[src/rtl/icache_refill.sv]
// rtl/icache_refill.sv - instruction cache miss handler: stalls fetch, fetches the missing line, writes it into the cache
module icache_refill #(
  parameter int ADDR_SIZE         = 32,
  parameter int ICACHE_LINE_SIZE  = 32,
  parameter int ILINE_BYTE_OFFSET = 1,
  parameter int TIMEOUT           = 64,
  parameter int CNT_W             = 16
) (
  input  logic                        clk_i,
  input  logic                        rst_i,
  input  logic                        req_valid_i,
  input  logic [ADDR_SIZE-1:0]        pc_i,
  input  logic                        hit_i,
  input  logic                        flush_i,
  output logic                        stall_o,
  output logic                        cache_we_o,
  output logic [ADDR_SIZE-1:0]        cache_addr_o,
  output logic [ICACHE_LINE_SIZE-1:0] cache_line_o,
  output logic                        mem_req_o,
  output logic [ADDR_SIZE-1:0]        mem_addr_o,
  input  logic                        mem_gnt_i,
  input  logic                        mem_rvalid_i,
  input  logic [ICACHE_LINE_SIZE-1:0] mem_rdata_i,
  input  logic                        mem_err_i,
  output logic                        busy_o,
  output logic                        err_o,
  output logic [CNT_W-1:0]            miss_cnt_o
);

  localparam int TW = $clog2(TIMEOUT) + 1;
  localparam logic [TW-1:0] T_LAST = TW'(TIMEOUT - 1);
  localparam logic [ADDR_SIZE-1:0] LINE_MASK = {ADDR_SIZE{1'b1}} << (ILINE_BYTE_OFFSET + 1);

  typedef enum logic [2:0] {
    S_IDLE,
    S_REQ,
    S_WAIT,
    S_FILL,
    S_DRAIN,
    S_ERR
  } state_t;

  state_t                        state_q, state_d;
  logic [ADDR_SIZE-1:0]          line_addr_q;
  logic [ICACHE_LINE_SIZE-1:0]   data_q;
  logic [TW-1:0]                 tcnt_q;
  logic [CNT_W-1:0]              miss_cnt_q;
  logic                          err_q;
  logic                          miss;

  assign miss = req_valid_i & ~hit_i & ~flush_i;

  always_ff @(posedge clk_i) begin
    if (rst_i) begin
      state_q     <= S_IDLE;
      line_addr_q <= '0;
      data_q      <= '0;
      tcnt_q      <= '0;
      miss_cnt_q  <= '0;
      err_q       <= 1'b0;
    end else begin
      state_q <= state_d;
      if (state_q == S_IDLE && miss) begin
        line_addr_q <= pc_i & LINE_MASK;
        if (miss_cnt_q != {CNT_W{1'b1}}) miss_cnt_q <= miss_cnt_q + 1'b1;
      end
      if (state_q == S_REQ && mem_gnt_i) tcnt_q <= '0;
      else if (state_q == S_WAIT || state_q == S_DRAIN) tcnt_q <= tcnt_q + 1'b1;
      if (state_q == S_WAIT && mem_rvalid_i && !mem_err_i) data_q <= mem_rdata_i;
      if (state_d == S_ERR) err_q <= 1'b1;
    end
  end

  always_comb begin
    state_d    = state_q;
    mem_req_o  = 1'b0;
    cache_we_o = 1'b0;
    unique case (state_q)
      S_IDLE: if (miss) state_d = S_REQ;
      S_REQ: begin
        mem_req_o = 1'b1;
        if (mem_gnt_i) state_d = flush_i ? S_DRAIN : S_WAIT;
        else if (flush_i) state_d = S_IDLE;
      end
      S_WAIT: begin
        // a bus error outranks data returned in the same cycle
        if (mem_err_i) state_d = S_ERR;
        else if (mem_rvalid_i) state_d = flush_i ? S_DRAIN : S_FILL;
        else if (flush_i) state_d = S_DRAIN;
        else if (tcnt_q == T_LAST) state_d = S_ERR;
      end
      S_FILL: begin
        cache_we_o = 1'b1;
        state_d    = S_IDLE;
      end
      S_DRAIN: if (mem_rvalid_i || mem_err_i || tcnt_q == T_LAST) state_d = S_IDLE;
      S_ERR: if (flush_i) state_d = S_IDLE;
      default: state_d = S_IDLE;
    endcase
  end

  assign busy_o       = (state_q != S_IDLE);
  assign stall_o      = miss | busy_o;
  assign mem_addr_o   = line_addr_q;
  assign cache_addr_o = line_addr_q;
  assign cache_line_o = data_q;
  assign err_o        = err_q;
  assign miss_cnt_o   = miss_cnt_q;

endmodule

[config.mk]
export PLATFORM = sky130hd
export DESIGN_NAME = icache_refill
export DESIGN_NICKNAME = d
export VERILOG_FILES = /design/src/rtl/icache_refill.sv
export SDC_FILE = /design/constraint.sdc
export NUM_CORES = 1
export LEC_CHECK = 0
export ABC_AREA = 1
export CAP_MARGIN = 20
export CORE_MARGIN = 2
export CORE_UTILIZATION = 37
export DETAILED_ROUTE_END_ITERATION = 10
export MAX_ROUTING_LAYER = met4
export PLACE_DENSITY = 0.81
export SLEW_MARGIN = 40
export SYNTH_ARGS = -nofsm -noshare
export SYNTH_HDL_FRONTEND = slang
export SYNTH_SLANG_ARGS = --single-unit
[constraint.sdc]
create_clock -name clk_i -period 1.6 [get_ports clk_i]
set_input_delay 0.32 -clock clk_i [delete_from_list [all_inputs] [get_ports clk_i]]
set_output_delay 0.32 -clock clk_i [all_outputs]
set_load 0.01 [all_outputs]
==> results of run 1 <==
==> layer usage <==
| metal | track usage, % | wire length [µm] |
|---|---|---|
| met5 | - | 0 |
| met4 | 6.41 | 138 |
| met3 | 5.32 | 1030 |
| met2 | 35.6 | 6080 |
| met1 | 23.3 | 4990 |
==> tightest hold or removal path, cell delays in order <==
cell     delay, ns
buf_2         0.13
nor2_1        0.12
nand2_1       0.08
nor2_1        0.04
==> how the worst max path moves through the flow <==
stage                                              from                             to  slack, ns  cells after the start
after floorplan              miss_cnt_o[1]$_SDFFE_PP0P_     miss_cnt_o[1]$_SDFFE_PP0P_      0.009                      9
after global placement                          flush_i                        stall_o      -0.27                      5
after detailed placement                        flush_i  cache_addr_o[28]$_SDFFE_PP0P_      -0.27                      8
after CTS                         state_q[0]$_SDFF_PP0_                      mem_req_o      -0.01                      5
after global routing      cache_line_o[21]$_SDFFE_PP0P_               cache_line_o[21]      0.002                      1
final                     cache_line_o[27]$_SDFFE_PP0P_               cache_line_o[27]       0.04                      1
==> final cells by class <==
class | count | area share (%)
Multi-Input combinational cell | 382 | 29.2
Inverter | 30 | 1.81
Clock inverter | 5 | 1.34
Sequential cell | 89 | 28.2
Tap cell | 140 | 2.76
Antenna cell | 1 | 0.0394
Clock buffer | 11 | 2.38
Timing Repair Buffer | 226 | 34.3
==> kinds of logic after synthesis <==
group | synth area share (%)
simple gates | 29.0
other cells | 0.0919
xor+xnor | 1.93
buf+inv | 12.1
flops | 43.7
fa+ha+maj | 0.613
compound gates | 12.5
==> through the flow <==
step           setup slack, ns  cell area, µm²  util, %  hold WS [ns]  instances
2_1_floorplan          0.00918            4100        -         0.453        562
3_3_place_gp            -0.265            6030     55.9         0.447        861
3_5_place_dp            -0.275            6030     55.9         0.451        861
4_1_cts                -0.0125            6230     57.8         0.352        881
5_1_grt                0.00173            6350     58.9         0.398        883
6_report                0.0443            6360     58.9         0.367        884
==> registers in the layout, indices dropped and copies added, names as in the netlist <==
name / flops
cache_line_o: 32
miss_cnt_o: 16
err_o: 1
cache_addr_o: 30
tcnt_q: 7
state_q: 3
==> cell usage in the layout (no fill, tap or decap), types with 2 or more instances in the layout <==
master	count
a21oi_1	48
a21oi_2	8
buf_12	4
buf_2	3
buf_4	39
bufinv_16	2
clkbuf_8	11
clkdlybuf4s50_1	72
conb_1	4
dfxtp_1	84
dfxtp_2	3
dfxtp_4	2
dlygate4sd2_1	72
dlymetal6s2s_1	33
inv_1	27
inv_2	2
inv_6	2
nand2_1	99
nand2_2	13
nand3_1	49
nand4_1	5
nor2_1	87
nor2_2	5
nor2_4	3
nor3_1	7
nor3_2	2
o21ai_0	35
o21ai_1	2
xnor2_1	4
xor2_1	5
==> what timing repair did <==
| item | 4_1_cts | 5_1_grt |
|---|---|---|
| setup buffers | 4 | 2 |
| pin swaps | 2 | 2 |
| setup endpoints to repair | 94 | 54 |
| gates resized for setup | 90 | 46 |
| hold buffers | 0 | 0 |
==> power groups by stage <==
stage	combinational [W]	clock, W	sequential [W]
after global routing	0.000609	0.00194	0.00230
after floorplan	0.000236	0	0.00236
after detailed placement	0.000606	0	0.00235
final	0.000563	0.00180	0.00229
after CTS	0.000566	0.00186	0.00229
after global placement	0.000594	0	0.00234
==> impl_metrics.csv, run 1 <==
group,metric,value,unit
min_path,hold_path_end,"tcnt_q[3]$_SDFFE_PP0P_",
clock_network,clockBufferDepth,2,
synth,yosysWarnings,0,
detailed_routing,ant_nets,0,
timing,final-setup-viol-count,0,
floorplan,die_w,109,µm
global_routing,grt_pass1_wl,19100,µm
synth,synth_edf_count,0,
min_path,min_path_type,"input port to flop",
power_and_ir_drop,power,0.00465,W
power_and_ir_drop,pwr-share-seq,49.2,%
place,port_buffers,182,
synth,synth_cell_type_count,29,
synth,yosysMostFrequentCell,"nand2_1",
global_routing,grt.total_usage,20.6,%
clock_network,root_buffer,"clkbuf_8",
timing,final.setup.tns,0,ns
final_layout,drive_above_1_share,14.5,%
critical_path,crit_chain,"clkdlybuf4s50_1",
critical_path,regToRegSetupSlack,0.12,ns
power_and_ir_drop,power_leakage,3.32,nW
critical_path,critPathSlowestCell,"clkdlybuf4s50_1",
clock_network,cts_sinks,89,
global_routing,grt_pass1_vias,4175,
timing,rsz0062_at_grt,"no",
timing,clock.fmax,643,MHz
synth,synth_top_flop_cell,"dfxtp_1",
power_and_ir_drop,sw_frac_of_total,24.0,%
synth,synth_seq_cells,89,
synth,synth.cells.most_frequent,"102 x nand2_1, 91 x nor2_1, 89 x dfxtp_1",
timing,period_needed,1.56,ns
synth,synth_cells,559,
synth,async_reset_ff_share,0,%
synth,avgSynthCellArea,7.30,µm²
critical_path,arrival,1.24,ns
critical_path,max_stage_delay,0.54,ns
clock_network,htreeDepth,3,
critical_path,cpLargestDelayFamily,"buffers and inverters",
synth,synth.top_cell.area_share,43.7,%
global_routing,antenna_found_initial,0,
detailed_routing,routedWlPerCell,13.8,µm
outcome,status,"complete, no violations",
critical_path,cp.required,1.28,ns
run,drv_cap,0,
floorplan,coreArea,10800,µm²
floorplan,die_height,109,µm
power_and_ir_drop,internal_power,0.00354,W
floorplan,initial_core_util,37.8,%
timing,skew,0.00617,ns
detailed_routing,routed_wl,12200,µm
final_layout,fill_cells,975,
critical_path,crit_type,"flop to output port",
floorplan,dieArea,11900,µm²
clock_network,tritoncts,"built",
synth,syn_area,4080,µm²
power_and_ir_drop,vdd_drop_max,0.000645,V
synth,synth_area_leaders,"dfxtp_1 44%, nand2_1 9.4%, nor2_1 8.4%",
global_routing,grt_overflow_total,0,
power_and_ir_drop,power_density,732,nW/µm²
critical_path,path_max_fanout,2,
global_routing,grt_max_degree,37,
final_layout,nets,812,
floorplan,rows,38,
critical_path,r2r_end,"miss_cnt_o[9]$_SDFFE_PP0P_",
power_and_ir_drop,clkPwrFrac,38.7,%
detailed_routing,drtIter0Drc,243,
power_and_ir_drop,p_sw,0.00112,W
synth,synth_top_area_cell,"dfxtp_1",
critical_path,cp-end-kind,"output port",
timing,finalHoldViolations,0,
min_path,timing.hold.worst.start,"rst_i",
timing,fin_crit_sh,97.2,%
clock_network,numCtsBuffers,9,
synth,yosysSeqAreaShare,43.7,%
detailed_routing,vias_per_cell,4.85,
detailed_routing,drc_errors,0,
clock_network,clk_latency,0.35,ns
critical_path,r2r-start,"miss_cnt_o[2]$_SDFFE_PP0P_",
final_layout,regArea,1790,µm²
timing,final_max_slew_viol_count,0,
min_path,worstHoldPathCells,4,
critical_path,path_buf_inv,1,
final_layout,multi_input_area,1860,µm²
power_and_ir_drop,p_comb_share,12.1,%
final_layout,area_delta_synth_final,55.8,%
place,gp_congestion,0.896,
clock_network,clkTransAtPathRegs,0.09,ns
critical_path,ff2ff_path_depth,7,
detailed_routing,vias,4283,
floorplan,io_pins,189,
place,dp_hpwl,8740,µm
critical_path,critPathLaunchType,"flop",
detailed_routing,firstDrtPassIters,4,
Power figures use the tool's default switching activity.
==> run 2: changes to the inputs <==
==> constraint.sdc (replaced) <==
create_clock -name clk_i -period 1.3 [get_ports clk_i]
set_input_delay 0.13 -clock clk_i [delete_from_list [all_inputs] [get_ports clk_i]]
set_output_delay 0.13 -clock clk_i [all_outputs]
set_load 0.01 [all_outputs]
==> run 2 against run 1 <==
Effect of this change: the run now ends with negative setup slack left; cell count grew 5.5%; non-clock buffer count grew 50; combinational power increased by 57%; clock skew is 0.0045 ns higher; count of clock-buffer cells in the layout fell by 1; routed wire length increased by 25%; first-iteration DRC count increased by 18%; clock power fell by 4%; worst hold slack got worse by 0.22 ns; sequential power increased by 23%; die area unchanged; critical path type is now flop to flop; critical endpoint is now cache_line_o[15]$_SDFFE_PP0P_.
==> impl_metrics.csv, run 2 (synthesized netlist as in run 1, its figures left out) <==
group,metric,value,unit
final_layout,drive_above_1_share,41.5,%
floorplan,initial_core_util,37.8,%
power_and_ir_drop,vdd_drop_max,0.000548,V
timing,final.setup.tns,-8.86,ns
power_and_ir_drop,power_leakage,3.32,nW
critical_path,critPathSlowestCell,"dfxtp_4",
global_routing,use_met1,24.7,%
critical_path,crit_type,"flop to flop",
final_layout,nets,862,
clock_network,htreeDepth,3,
clock_network,cts_hold_buffers,0,
critical_path,crit_chain,"nor2_4 -> buf_6 -> nand2_8 -> nor2_4 -> buf_12 -> nand2_8 -> clkbuf_16 -> nand2_2 -> a21oi_1",
floorplan,dieArea,11900,µm²
place,dp_hpwl,8970,µm
timing,whs,0.149,ns
final_layout,num_antenna_cells,0,
critical_path,ff2ff_path_depth,9,
detailed_routing,routed_wl,15300,µm
clock_network,root_buffer,"clkbuf_8",
global_routing,grt_pass1_wl,20400,µm
clock_network,numCtsBuffers,9,
global_routing,grtUsageMet3,3.59,%
place,placed_cell_area,6280,µm²
clock_network,tritoncts,"built",
detailed_routing,routedWlPerCell,16.4,µm
critical_path,r2r-start,"state_q[2]$_SDFF_PP0_",
timing,skew,0.0107,ns
critical_path,path_max_fanout,8,
global_routing,grt_pass1_vias,4412,
global_routing,grt_use_met2,40.9,%
detailed_routing,vias,4725,
floorplan,die_w,109,µm
clock_network,clk_latency,0.37,ns
critical_path,critPathLaunchType,"flop",
detailed_routing,ant_nets,0,
timing,worst_pin_slew,0.587,ns
place,port_buffers,182,
final_layout,finalInstanceArea,7750,µm²
place,pre_cts_ws,-0.364,ns
floorplan,die_height,109,µm
critical_path,regToRegSetupSlack,-0.20,ns
timing,period_needed,1.50,ns
timing,fin_crit_sh,115,%
outcome,status,"finished with violations",
timing,final-setup-viol-count,81,
detailed_routing,drtIter0Drc,286,
final_layout,final_common_cell,"dlygate4sd2_1",
critical_path,cp-end-kind,"flop",
power_and_ir_drop,power_density,699,nW/µm²
detailed_routing,vias_per_cell,5.06,
timing,relSlewSlack,60.9,%
global_routing,busiest_layer,"met2",
global_routing,grt_max_degree,37,
detailed_routing,drc_errors,0,
min_path,timing.hold.worst.start,"rst_i",
timing,rsz0062_at_grt,"yes",
timing,final_max_slew_viol_count,0,
outcome,violations,"negative setup slack",
final_layout,mostFrequentLayoutCells,"101 x dlygate4sd2_1, 68 x dfxtp_1, 68 x clkdlybuf4s50_1",
timing,finalHoldViolations,0,
critical_path,arrival,1.72,ns
min_path,min_path_type,"input port to flop",
clock_network,cts_sinks,89,
timing,fin_ws,-0.198,ns
critical_path,max_stage_delay,0.37,ns
run,drv_cap,0,
floorplan,io_pins,189,
clock_network,clockBufferDepth,2,
min_path,hold_path_end,"tcnt_q[0]$_SDFFE_PP0P_",
critical_path,r2r_end,"cache_line_o[15]$_SDFFE_PP0P_",
min_path,worstHoldPathCells,4,
global_routing,grt.total_usage,22.6,%
floorplan,coreArea,10800,µm²
timing,clock.fmax,668,MHz
detailed_routing,firstDrtPassIters,6,
critical_path,cp.required,1.52,ns
global_routing,antenna_found_initial,0,
final_layout,largest_reg_flops,32,
floorplan,rows,38,
clock_network,clkTransAtPathRegs,0.09,ns
global_routing,grt_overflow_total,0,
place,gp_congestion,0.892,
final_layout,area_delta_synth_final,90.1,%
==> run 2: cell count changes in the layout (fill, tap and decap cells not counted), sizes merged, moves of 2 or more <==
cell	previous run	this run
buf	47	95
dlymetal6s2s	33	0
dlygate4sd2	72	101
clkdlybuf4s15	1	6
clkbuf	12	16
clkdlybuf4s50	72	68
clkinv	0	4
bufinv	2	0
==> run 2: through the flow <==
step	utilization [%]	cells	power [W]
2_1_floorplan	-	562	0.00319
3_3_place_gp	58.2	881	0.00362
3_5_place_dp	58.2	881	0.00363
4_1_cts	64.0	919	0.00538
5_1_grt	71.9	933	0.00562
6_report	71.9	933	0.00542
==> run 2: power breakdown <==
part | switching, W | internal, W
logic | 0.000427 | 0.000459
registers | 0.0000458 | 0.00277
clock network | 0.00102 | 0.000702
==> run 2: worst max path at each step <==
stage	from	end	slack (ns)	cells past startpoint
5_1_grt	state_q[2]$_SDFF_PP0_	tcnt_q[6]$_SDFFE_PP0P_	-0.25	11
3_5_place_dp	flush_i	cache_addr_o[27]$_SDFFE_PP0P_	-0.36	7
3_3_place_gp	flush_i	miss_cnt_o[0]$_SDFFE_PP0P_	-0.31	10
4_1_cts	miss_cnt_o[1]$_SDFFE_PP0P_	miss_cnt_o[15]$_SDFFE_PP0P_	-0.15	10
2_1_floorplan	miss_cnt_o[1]$_SDFFE_PP0P_	miss_cnt_o[3]$_SDFFE_PP0P_	-0.05	8
6_report	state_q[2]$_SDFF_PP0_	cache_line_o[15]$_SDFFE_PP0P_	-0.20	9
==> run 2: area by class of cell <==
class,count,area (µm²)
fillers,798,3040
repair buffers,276,2730
multi-input cells,382,2720
flip-flops and latches,89,1830
well taps,140,175
inverters,30,130
clock buffers,10,128
clock inverters,6,43.8
==> run 2: layer usage <==
layer / up-vias / share of wire, % / wire length, µm
met4: 0 / 1.8 / 276
met3: 19 / 6.6 / 1020
met2: 210 / 53 / 8070
met5: - / 0 / 0
met1: 2264 / 39 / 5940
li1: 2232 / - / -
==> run 2: worst max-delay path: cells and delay by family (launching register included) <==
family          cells  cell delay, ns
compound gates      1            0.06
buf+inv             3            0.47
flops               1            0.37
simple gates        5            0.45
==> run 2: what timing repair did <==
action / 4_1_cts / 5_1_grt
resized for setup: 229 / 195
pin swaps: 24 / 38
cloned: 5 / 6
hold endpoints to repair: 0 / 0
endpoints found under the setup margin: 187 / 101
buffers inserted: 17 / 11
